==> src/rtl/cmp_pkg.sv <==
// Shared types and helpers for the pipelined set-on-compare unit.
package cmp_pkg;

    typedef enum logic [2:0] {
        CMP_SLT  = 3'd0,
        CMP_SLTU = 3'd1,
        CMP_SLE  = 3'd2,
        CMP_SLEU = 3'd3,
        CMP_EQ   = 3'd4,
        CMP_NE   = 3'd5
    } cmp_mode_t;

    typedef struct packed {
        logic n;
        logic z;
        logic c;
        logic v;
    } cmp_flags_t;

    // Encodings 6 and 7 are reserved and flag an error downstream.
    function automatic logic cmp_mode_rsvd(input logic [2:0] mode);
        return (mode > 3'd5);
    endfunction

    // Map subtract flags to the compare bit; reserved modes yield 0.
    function automatic logic cmp_sel(input cmp_flags_t f, input logic [2:0] mode);
        logic bit_o;
        bit_o = 1'b0;
        case (mode)
            CMP_SLT:  bit_o = f.n ^ f.v;
            CMP_SLTU: bit_o = ~f.c;
            CMP_SLE:  bit_o = (f.n ^ f.v) | f.z;
            CMP_SLEU: bit_o = ~f.c | f.z;
            CMP_EQ:   bit_o = f.z;
            CMP_NE:   bit_o = ~f.z;
            default:  bit_o = 1'b0;
        endcase
        return bit_o;
    endfunction

endpackage

==> src/rtl/cmp_flag_sub.sv <==
// Combinational a - b producing N/Z/C/V flags from a single WIDTH-bit add.
module cmp_flag_sub
    import cmp_pkg::*;
#(
    parameter int WIDTH = 32
) (
    input  logic [WIDTH-1:0] a,
    input  logic [WIDTH-1:0] b,
    output cmp_flags_t       flags
);

    logic [WIDTH:0]   sum;
    logic [WIDTH-1:0] diff;

    // a + ~b + 1; carry-out is bit WIDTH of the unextended add (C=1 means no borrow).
    always_comb begin
        sum     = {1'b0, a} + {1'b0, ~b} + {{WIDTH{1'b0}}, 1'b1};
        diff    = sum[WIDTH-1:0];
        flags.n = diff[WIDTH-1];
        flags.z = (diff == '0);
        flags.c = sum[WIDTH];
        flags.v = (a[WIDTH-1] ^ b[WIDTH-1]) & (a[WIDTH-1] ^ diff[WIDTH-1]);
    end

endmodule

==> src/rtl/cmp_pipe.sv <==
// Two-stage valid/ready set-on-compare unit: stage 1 registers subtract
// flags, stage 2 registers the selected bit, error and tag for writeback.
module cmp_pipe
    import cmp_pkg::*;
#(
    parameter int WIDTH = 32,
    parameter int TAG_W = 5
) (
    input  logic             clk,
    input  logic             reset_n,
    input  logic             in_valid,
    output logic             in_ready,
    input  logic [WIDTH-1:0] in_a,
    input  logic [WIDTH-1:0] in_b,
    input  logic [2:0]       in_mode,
    input  logic [TAG_W-1:0] in_tag,
    output logic             out_valid,
    input  logic             out_ready,
    output logic [WIDTH-1:0] out_result,
    output logic [TAG_W-1:0] out_tag,
    output logic             out_err
);

    cmp_flags_t       flags;
    logic             s1_valid;
    cmp_flags_t       s1_flags;
    logic [2:0]       s1_mode;
    logic [TAG_W-1:0] s1_tag;
    logic             s2_valid;
    logic             s2_bit;
    logic             s2_err;
    logic [TAG_W-1:0] s2_tag;
    logic             s2_load;
    logic             s1_load;

    cmp_flag_sub #(.WIDTH(WIDTH)) u_flag_sub (
        .a     (in_a),
        .b     (in_b),
        .flags (flags)
    );

    // Ready chains back from the output; never depends on in_valid.
    always_comb begin
        s2_load  = ~s2_valid | out_ready;
        s1_load  = ~s1_valid | s2_load;
        in_ready = s1_load;
    end

    // Stage 1: capture flags, mode and tag of an accepted beat.
    always_ff @(posedge clk or negedge reset_n) begin
        if (!reset_n) begin
            s1_valid <= 1'b0;
            s1_flags <= '0;
            s1_mode  <= '0;
            s1_tag   <= '0;
        end else if (s1_load) begin
            s1_valid <= in_valid;
            if (in_valid) begin
                s1_flags <= flags;
                s1_mode  <= in_mode;
                s1_tag   <= in_tag;
            end
        end
    end

    // Stage 2: select the compare bit; contents hold while the consumer stalls.
    always_ff @(posedge clk or negedge reset_n) begin
        if (!reset_n) begin
            s2_valid <= 1'b0;
            s2_bit   <= 1'b0;
            s2_err   <= 1'b0;
            s2_tag   <= '0;
        end else if (s2_load) begin
            s2_valid <= s1_valid;
            if (s1_valid) begin
                s2_bit <= cmp_sel(s1_flags, s1_mode);
                s2_err <= cmp_mode_rsvd(s1_mode);
                s2_tag <= s1_tag;
            end
        end
    end

    // Result is zero-extended to WIDTH.
    always_comb begin
        out_valid  = s2_valid;
        out_result = {{(WIDTH-1){1'b0}}, s2_bit};
        out_tag    = s2_tag;
        out_err    = s2_err;
    end

endmodule

==> config.mk <==
export PLATFORM = sky130hd
export DESIGN_NAME = cmp_pipe
export DESIGN_NICKNAME = d
export VERILOG_FILES = /design/src/rtl/cmp_pkg.sv /design/src/rtl/cmp_flag_sub.sv /design/src/rtl/cmp_pipe.sv
export SDC_FILE = /design/constraint.sdc
export NUM_CORES = 1
export LEC_CHECK = 0
export ABC_AREA = 1
export CAP_MARGIN = 30
export CORE_MARGIN = 1
export CORE_UTILIZATION = 45
export CTS_BUF_LIST = sky130_fd_sc_hd__clkbuf_4
export DETAILED_ROUTE_END_ITERATION = 16
export GPL_TIMING_DRIVEN = 0
export HOLD_SLACK_MARGIN = 0.05
export PLACE_DENSITY = 0.77
export SLEW_MARGIN = 5
export SYNTH_ARGS = -nofsm -noshare
export SYNTH_HDL_FRONTEND = slang
export SYNTH_SLANG_ARGS = --single-unit
==> constraint.sdc <==
create_clock -name clk -period 2.85 [get_ports clk]
set_clock_uncertainty 0.1 [all_clocks]
set_input_delay 0.57 -clock clk [delete_from_list [all_inputs] [get_ports clk]]
set_output_delay 0.57 -clock clk [all_outputs]
set_load 0.01 [all_outputs]
---- Word level (Yosys, flattened, before mapping) ----
Cells that the tools add are included.
cells by class
  add/sub/neg operators ................... 2
  $lt $le $gt $ge ......................... 1
  equal/unequal tests ..................... 5
  multiplexer cells ....................... 1
  bitwise operators ....................... 13
  reductions and logical operators ........ 4
operators with widths
  operator               count
  $add 32x32->33         1
  $add 33x1->33 const B  1
  $logic_not 32->1       1
  $not 32->32            1
  $eq 3x2->1 const B     2
  $eq 3x3->1 const B     2
  $pmux 1 s6             1
  $not 1->1              4
  $or 1x1->1             4
  $reduce_and 2->1       2
  $eq 3x1->1 const B     1
  $gt 3x3->1 const B     1
  $logic_not 3->1        1
  $xor 1x1->1            3
  $and 1x1->1            1
word-level totals
  register bits ........................... 21
  input port bits ......................... 76
  output and inout port bits .............. 40

---- Depth between registers and ports, before layout ----
  depth after elaboration ................. 5
  mapped depth ............................ 19
  depth with buffers taken out ............ 19

---- Hierarchy ----
From an unflattened synthesis, not the netlist that was laid out.
unflattened totals
  cell total of the unflattened synthesis .. 737
  area total of the unflattened synthesis .. 3922.5 µm²
modules (own cells, without submodules)
  module        times used  cells each  area an instance (µm²)  sequential area each (µm²)
  cmp_flag_sub  1           609         2766.4                  0.0
  cmp_pipe      1           128         1156.1                  525.5

---- Worst setup path after synthesis ----
OpenSTA, ideal clock, no wires.
  path type ............................... input -> register
  start ................................... input port in_a[0]
  end ..................................... register s1_flags[2] (netlist bit)
  library setup time ...................... 0.065 ns
  data arrival time ....................... 2.198 ns
  data required time ...................... 2.685 ns
  path slack .............................. 0.487 ns
  stages .................................. 18
  cell sequence ........................... inv_1 -> ha_1 -> fa_1 -> inv_1 -> nand2_1 -> nand2_1 -> nand3_2 -> nand2_2 -> nand2_2 -> nand2_2 -> nand2_1 -> nand3_1 -> nand2_1 -> nor2_1 -> nand2_1 -> nor2_1 -> nand3_1 -> nand2_1
between the ends
  word-level cells in the longest chain between the ends .. 3
ends and longest elaborated chain
  what                  line                source
  from (decl)           cmp_pipe.sv:13      input logic [WIDTH-1:0] in_a,
  $add 32x32->33        cmp_flag_sub.sv:17  sum = {1'b0, a} + {1'b0, ~b} + {{WIDTH{1'b0}}, 1'b1};
  $add 33x1->33         cmp_flag_sub.sv:17
  $logic_not 32->1      cmp_flag_sub.sv:20  flags.z = (diff == '0);
  to (signal assigned)  cmp_pipe.sv:59      s1_flags <= flags;
  to (decl)             cmp_pipe.sv:26      cmp_flags_t s1_flags;
Every way passes these cells.
A chain may end at the register's enable or synchronous reset.

---- Worst setup path after layout ----
Ends and elaborated chain as after synthesis.

==> impl_metrics.py <==
metrics = {
    "final_layout": {
        "final_nets": 932,
        "final.fill_count": 849,
        "layout-drive-gt1-share_pct": 11.68,
        "area_growth_syn_to_layout_pct": 30.16,
        "postLayoutCellArea_mm2": 0.005011,
        "multiInputGateArea_mm2": 0.002601,
        "num_antenna_cells": 0,
        "area.sequential_um2": 525.5,
    },
    "clocking": {
        "cts_tree": "yes",
        "path_clk_slew_ns": 0.10,
        "cts_num_sinks": 21,
        "clockRootBuffer": "sky130_fd_sc_hd__clkbuf_4",
        "max_root_sink_buffers": 2,
        "holdBufCountCts": 0,
        "worst_skew_pair.late_latency_ns": 0.30,
        "clock_tree.htree_level_count": 1,
        "total_clock_buffers_created_by_cts": 3,
    },
    "routing": {
        "via_to_cell_ratio": 4.536,
        "drt_pre_antenna_iters": 4,
        "wl_met2_um": 4532,
        "routed-via-count": 4205,
        "route.detailed.wl_per_inst_um": 10.16,
        "detail-route-antenna-nets": 0,
        "routed_wirelength_um": 9417,
        "routed.top_layer": "met4",
        "detailroute.wirelength.met3_um": 410,
        "drtIter0Drc": 138,
        "post-route-drc-count": 0,
        "met1Wirelength_um": 4375,
    },
    "job": {
        "drv.max_cap_violation_count": 0,
    },
    "min_path": {
        "worstHoldEndpoint": "s1_tag[0]",
        "hold_path.class": "flop to flop",
        "hold_wc_startpoint": "s1_tag[0]",
        "hold_depth": 2,
    },
    "synth": {
        "synth-simple-area-share_pct": 44.46,
        "ys_warn_count": 0,
        "main_combinational_cell_family_by_area_after_synthesis": "simple AND/OR/NAND/NOR gates",
        "netlist_area_mm2": 0.003850,
        "yosys_register_bits": 21,
        "synth_cells": 702,
        "post_synth_num_cell_types": 34,
        "synth_xor_xnor_area_share_pct": 1.820,
        "synth_adder_area_share_pct": 10.92,
        "asyncSetResetFlopFracSynth_pct": 100.0,
        "synth_compound_gate_area_share_pct": 6.435,
        "synth-seq-area-share_pct": 13.65,
        "synth_edf_count": 0,
        "muxShareOfSynthArea_pct": 0.2925,
        "postSynth.topFlopCell": "sky130_fd_sc_hd__dfrtp_1",
        "syn-mean-instance-area_um2": 5.484,
    },
    "power_and_ir_drop": {
        "p_seq_share_pct": 26.8,
        "combPwrFrac_pct": 63.0,
        "switching_power_mw": 0.6239,
        "p_clk_share_pct": 10.2,
        "power.total_mw": 1.467,
        "peakVddDrop_mv": 0.1486,
        "power.switching_fraction_pct": 42.52,
        "power_density_mw_per_mm2": 292.8,
        "power.internal_mw": 0.8434,
        "cellLeakagePower_nw": 3.034,
    },
    "worst_setup_path": {
        "reg2reg_setup_slack_ns": 0.92,
        "setup.worst_path.class": "input port to flop",
        "r2r.worst_path.cells": 11,
        "worst-path-max-fanout": 3,
        "cp_data_arrival_time_ns": 2.82,
        "startpoint_type": "input port",
        "crit_path_end_kind": "flop",
        "rr_startpoint": "s1_valid",
        "required_time_of_the_critical_path_ns": 2.95,
        "r2r-end": "s1_flags[2]",
    },
    "floorplanning": {
        "rows": 33,
        "die_height_um": 94.50,
        "floorplan.die.width_um": 94.50,
        "floorplan.io_pins": 116,
        "initial_core_util_pct": 46.62,
        "design.die.area_mm2": 0.008929,
        "design.core.area_mm2": 0.008258,
    },
    "timing": {
        "setup_viol": 0,
        "worst_hold_slack_ns": 0.3968,
        "totalNegativeSetupSlack_ns": 0,
        "post-route-period-util_pct": 95.42,
        "rsz0062_at_grt": "false",
        "hold_viol_final": 0,
        "report.final.slew_viol_count": 0,
        "shortest_period_the_worst_path_allows_ns": 2.720,
        "fmax_mhz": 367.7,
        "final_critical_path_setup_slack_ns": 0.1304,
    },
    "grt": {
        "largest_net_degree_at_the_start_of_global_routing": 22,
        "grt.total_usage_pct": 22.06,
        "number_of_antenna_violations_at_the_first_check_in_global_routing": 0,
        "grt_first_pass_wirelength_um": 16060,
        "grt_pass1_vias": 3839,
        "grt.overflow.total": 0,
    },
    "outcome": {
        "run_status": "complete, no violations",
    },
    "placement": {
        "finalWeightedCongestion": 0.9181,
        "hpwl_um": 8377,
        "place_area_mm2": 0.004935,
        "dp_slack_ns": -0.3445,
        "place.port_buffers": 84,
    },
}
synth_stat cells, types with 2 or more instances:
master,count,area share (%)
sky130_fd_sc_hd__nand2_1,258,25
sky130_fd_sc_hd__inv_1,150,15
sky130_fd_sc_hd__nor2_1,53,5.2
sky130_fd_sc_hd__nand3_1,33,4.3
sky130_fd_sc_hd__buf_4,32,6.2
sky130_fd_sc_hd__ha_1,32,10
sky130_fd_sc_hd__a21oi_1,23,3.0
sky130_fd_sc_hd__dfrtp_1,21,14
sky130_fd_sc_hd__nand2_2,17,2.8
sky130_fd_sc_hd__o21ai_0,14,1.8
sky130_fd_sc_hd__inv_2,13,1.3
sky130_fd_sc_hd__nand4_1,12,1.9
sky130_fd_sc_hd__nand3_2,6,1.6
sky130_fd_sc_hd__xnor2_1,4,0.91
sky130_fd_sc_hd__xor2_1,4,0.91
sky130_fd_sc_hd__a21oi_2,3,0.68
sky130_fd_sc_hd__nor2_2,3,0.49
sky130_fd_sc_hd__nor3_2,3,0.78
sky130_fd_sc_hd__and2_1,2,0.32
sky130_fd_sc_hd__clkbuf_1,2,0.20
sky130_fd_sc_hd__nor3_1,2,0.26
sky130_fd_sc_hd__o211ai_1,2,0.39
sky130_fd_sc_hd__or2_1,2,0.32
placed cells by master, fill, tap and decap left out, drive strengths merged:
cell / Yosys / layout
conb: 1 / 31
xnor2: 4 / 4
o21ai: 14 / 14
buf: 32 / 34
o21bai: 1 / 1
o211ai: 2 / 2
or2: 3 / 3
nand3b: 1 / 1
clkdlybuf4s50: 0 / 84
nand3: 39 / 39
inv: 163 / 163
clkbuf: 2 / 6
a21boi: 1 / 1
nand2: 276 / 276
a21oi: 26 / 26
and2: 3 / 3
a31oi: 1 / 1
nor2: 57 / 57
fa: 1 / 1
nand4: 12 / 12
xor2: 4 / 4
ha: 32 / 32
nor3: 5 / 5
mux2: 1 / 1
dfrtp: 21 / 21
flip-flops by register name, summed over array words and instances (netlist names):
register,count
out_valid,1
s1_flags,4
s1_valid,1
s2_bit,1
out_err,1
s1_mode,3
s1_tag,5
out_tag,5
area by class of cell:
cell class / instances / area share [%]
Multi-Input combinational cell: 514 / 51.91
Timing Repair Buffer: 86 / 17.23
Inverter: 163 / 12.21
Sequential cell: 21 / 10.49
Buffer: 34 / 4.944
Tap cell: 105 / 2.622
Clock buffer: 4 / 0.5993
power groups by stage:
| stage | sequential, mW | clock [mW] | combinational, mW |
|---|---|---|---|
| final | 0.393 | 0.149 | 0.925 |
| after global routing | 0.400 | 0.175 | 1.04 |
| after CTS | 0.392 | 0.155 | 0.911 |
| after detailed placement | 0.398 | 0 | 0.907 |
| after global placement | 0.397 | 0 | 0.893 |
| after floorplan | 0.408 | 0 | 0.584 |
timing repair:
| action | 4_1_cts | 5_1_grt |
|---|---|---|
| setup buffers | 0 | 1 |
| pin swaps | 0 | 4 |
| setup endpoints to repair | 1 | 1 |
| gates resized for setup | 2 | 7 |
worst max-delay path by stage:
stage,endpoint,start,cells past startpoint,slack (ns)
finish,s1_flags[2],in_a[0],17,0.13
global route,s1_flags[2],in_a[0],19,0.01
CTS,s1_flags[2],in_a[0],19,0.06
detailed placement,s1_flags[2],in_a[0],19,-0.34
global placement,s1_flags[2],in_a[0],19,-0.34
floorplan,s1_flags[2],in_a[0],18,0.49
layer usage:
metal,global-route usage [%],vias to the layer above
met2,40.76,99
met3,1.691,10
li1,-,2289
met4,4.167,0
met5,0,-
met1,27.98,1807
cell families after synthesis:
| family | after synthesis |
|---|---|
| buf+inv | 197 |
| flops | 21 |
| mux | 1 |
| other cells | 1 |
| simple gates | 396 |
| fa+ha+maj | 33 |
| xor+xnor | 8 |
| compound gates | 45 |
critical path, stage by stage:
cell and delay, ns:
sky130_fd_sc_hd__clkdlybuf4s50_1 0.45, sky130_fd_sc_hd__inv_1 0.04, sky130_fd_sc_hd__ha_2 0.20, sky130_fd_sc_hd__fa_2 0.40, sky130_fd_sc_hd__inv_2 0.06, sky130_fd_sc_hd__buf_4 0.11, sky130_fd_sc_hd__nand2_1 0.05, sky130_fd_sc_hd__nand3_1 0.16
sky130_fd_sc_hd__nand2_1 0.09, sky130_fd_sc_hd__nand2_2 0.09, sky130_fd_sc_hd__nand2_2 0.07, sky130_fd_sc_hd__nand2_1 0.15, sky130_fd_sc_hd__a21oi_1 0.09, sky130_fd_sc_hd__nand3_1 0.12, sky130_fd_sc_hd__nor2_1 0.05, sky130_fd_sc_hd__nand3_1 0.06
sky130_fd_sc_hd__nand2_1 0.05
through the flow:
step           utilization, %  std cells
2_1_floorplan               -        732
3_3_place_gp            59.76        921
3_5_place_dp            59.76        921
4_1_cts                 60.15        925
5_1_grt                 60.68        927
6_report                60.68        927
Note: power is estimated with default switching activity, not from simulation.
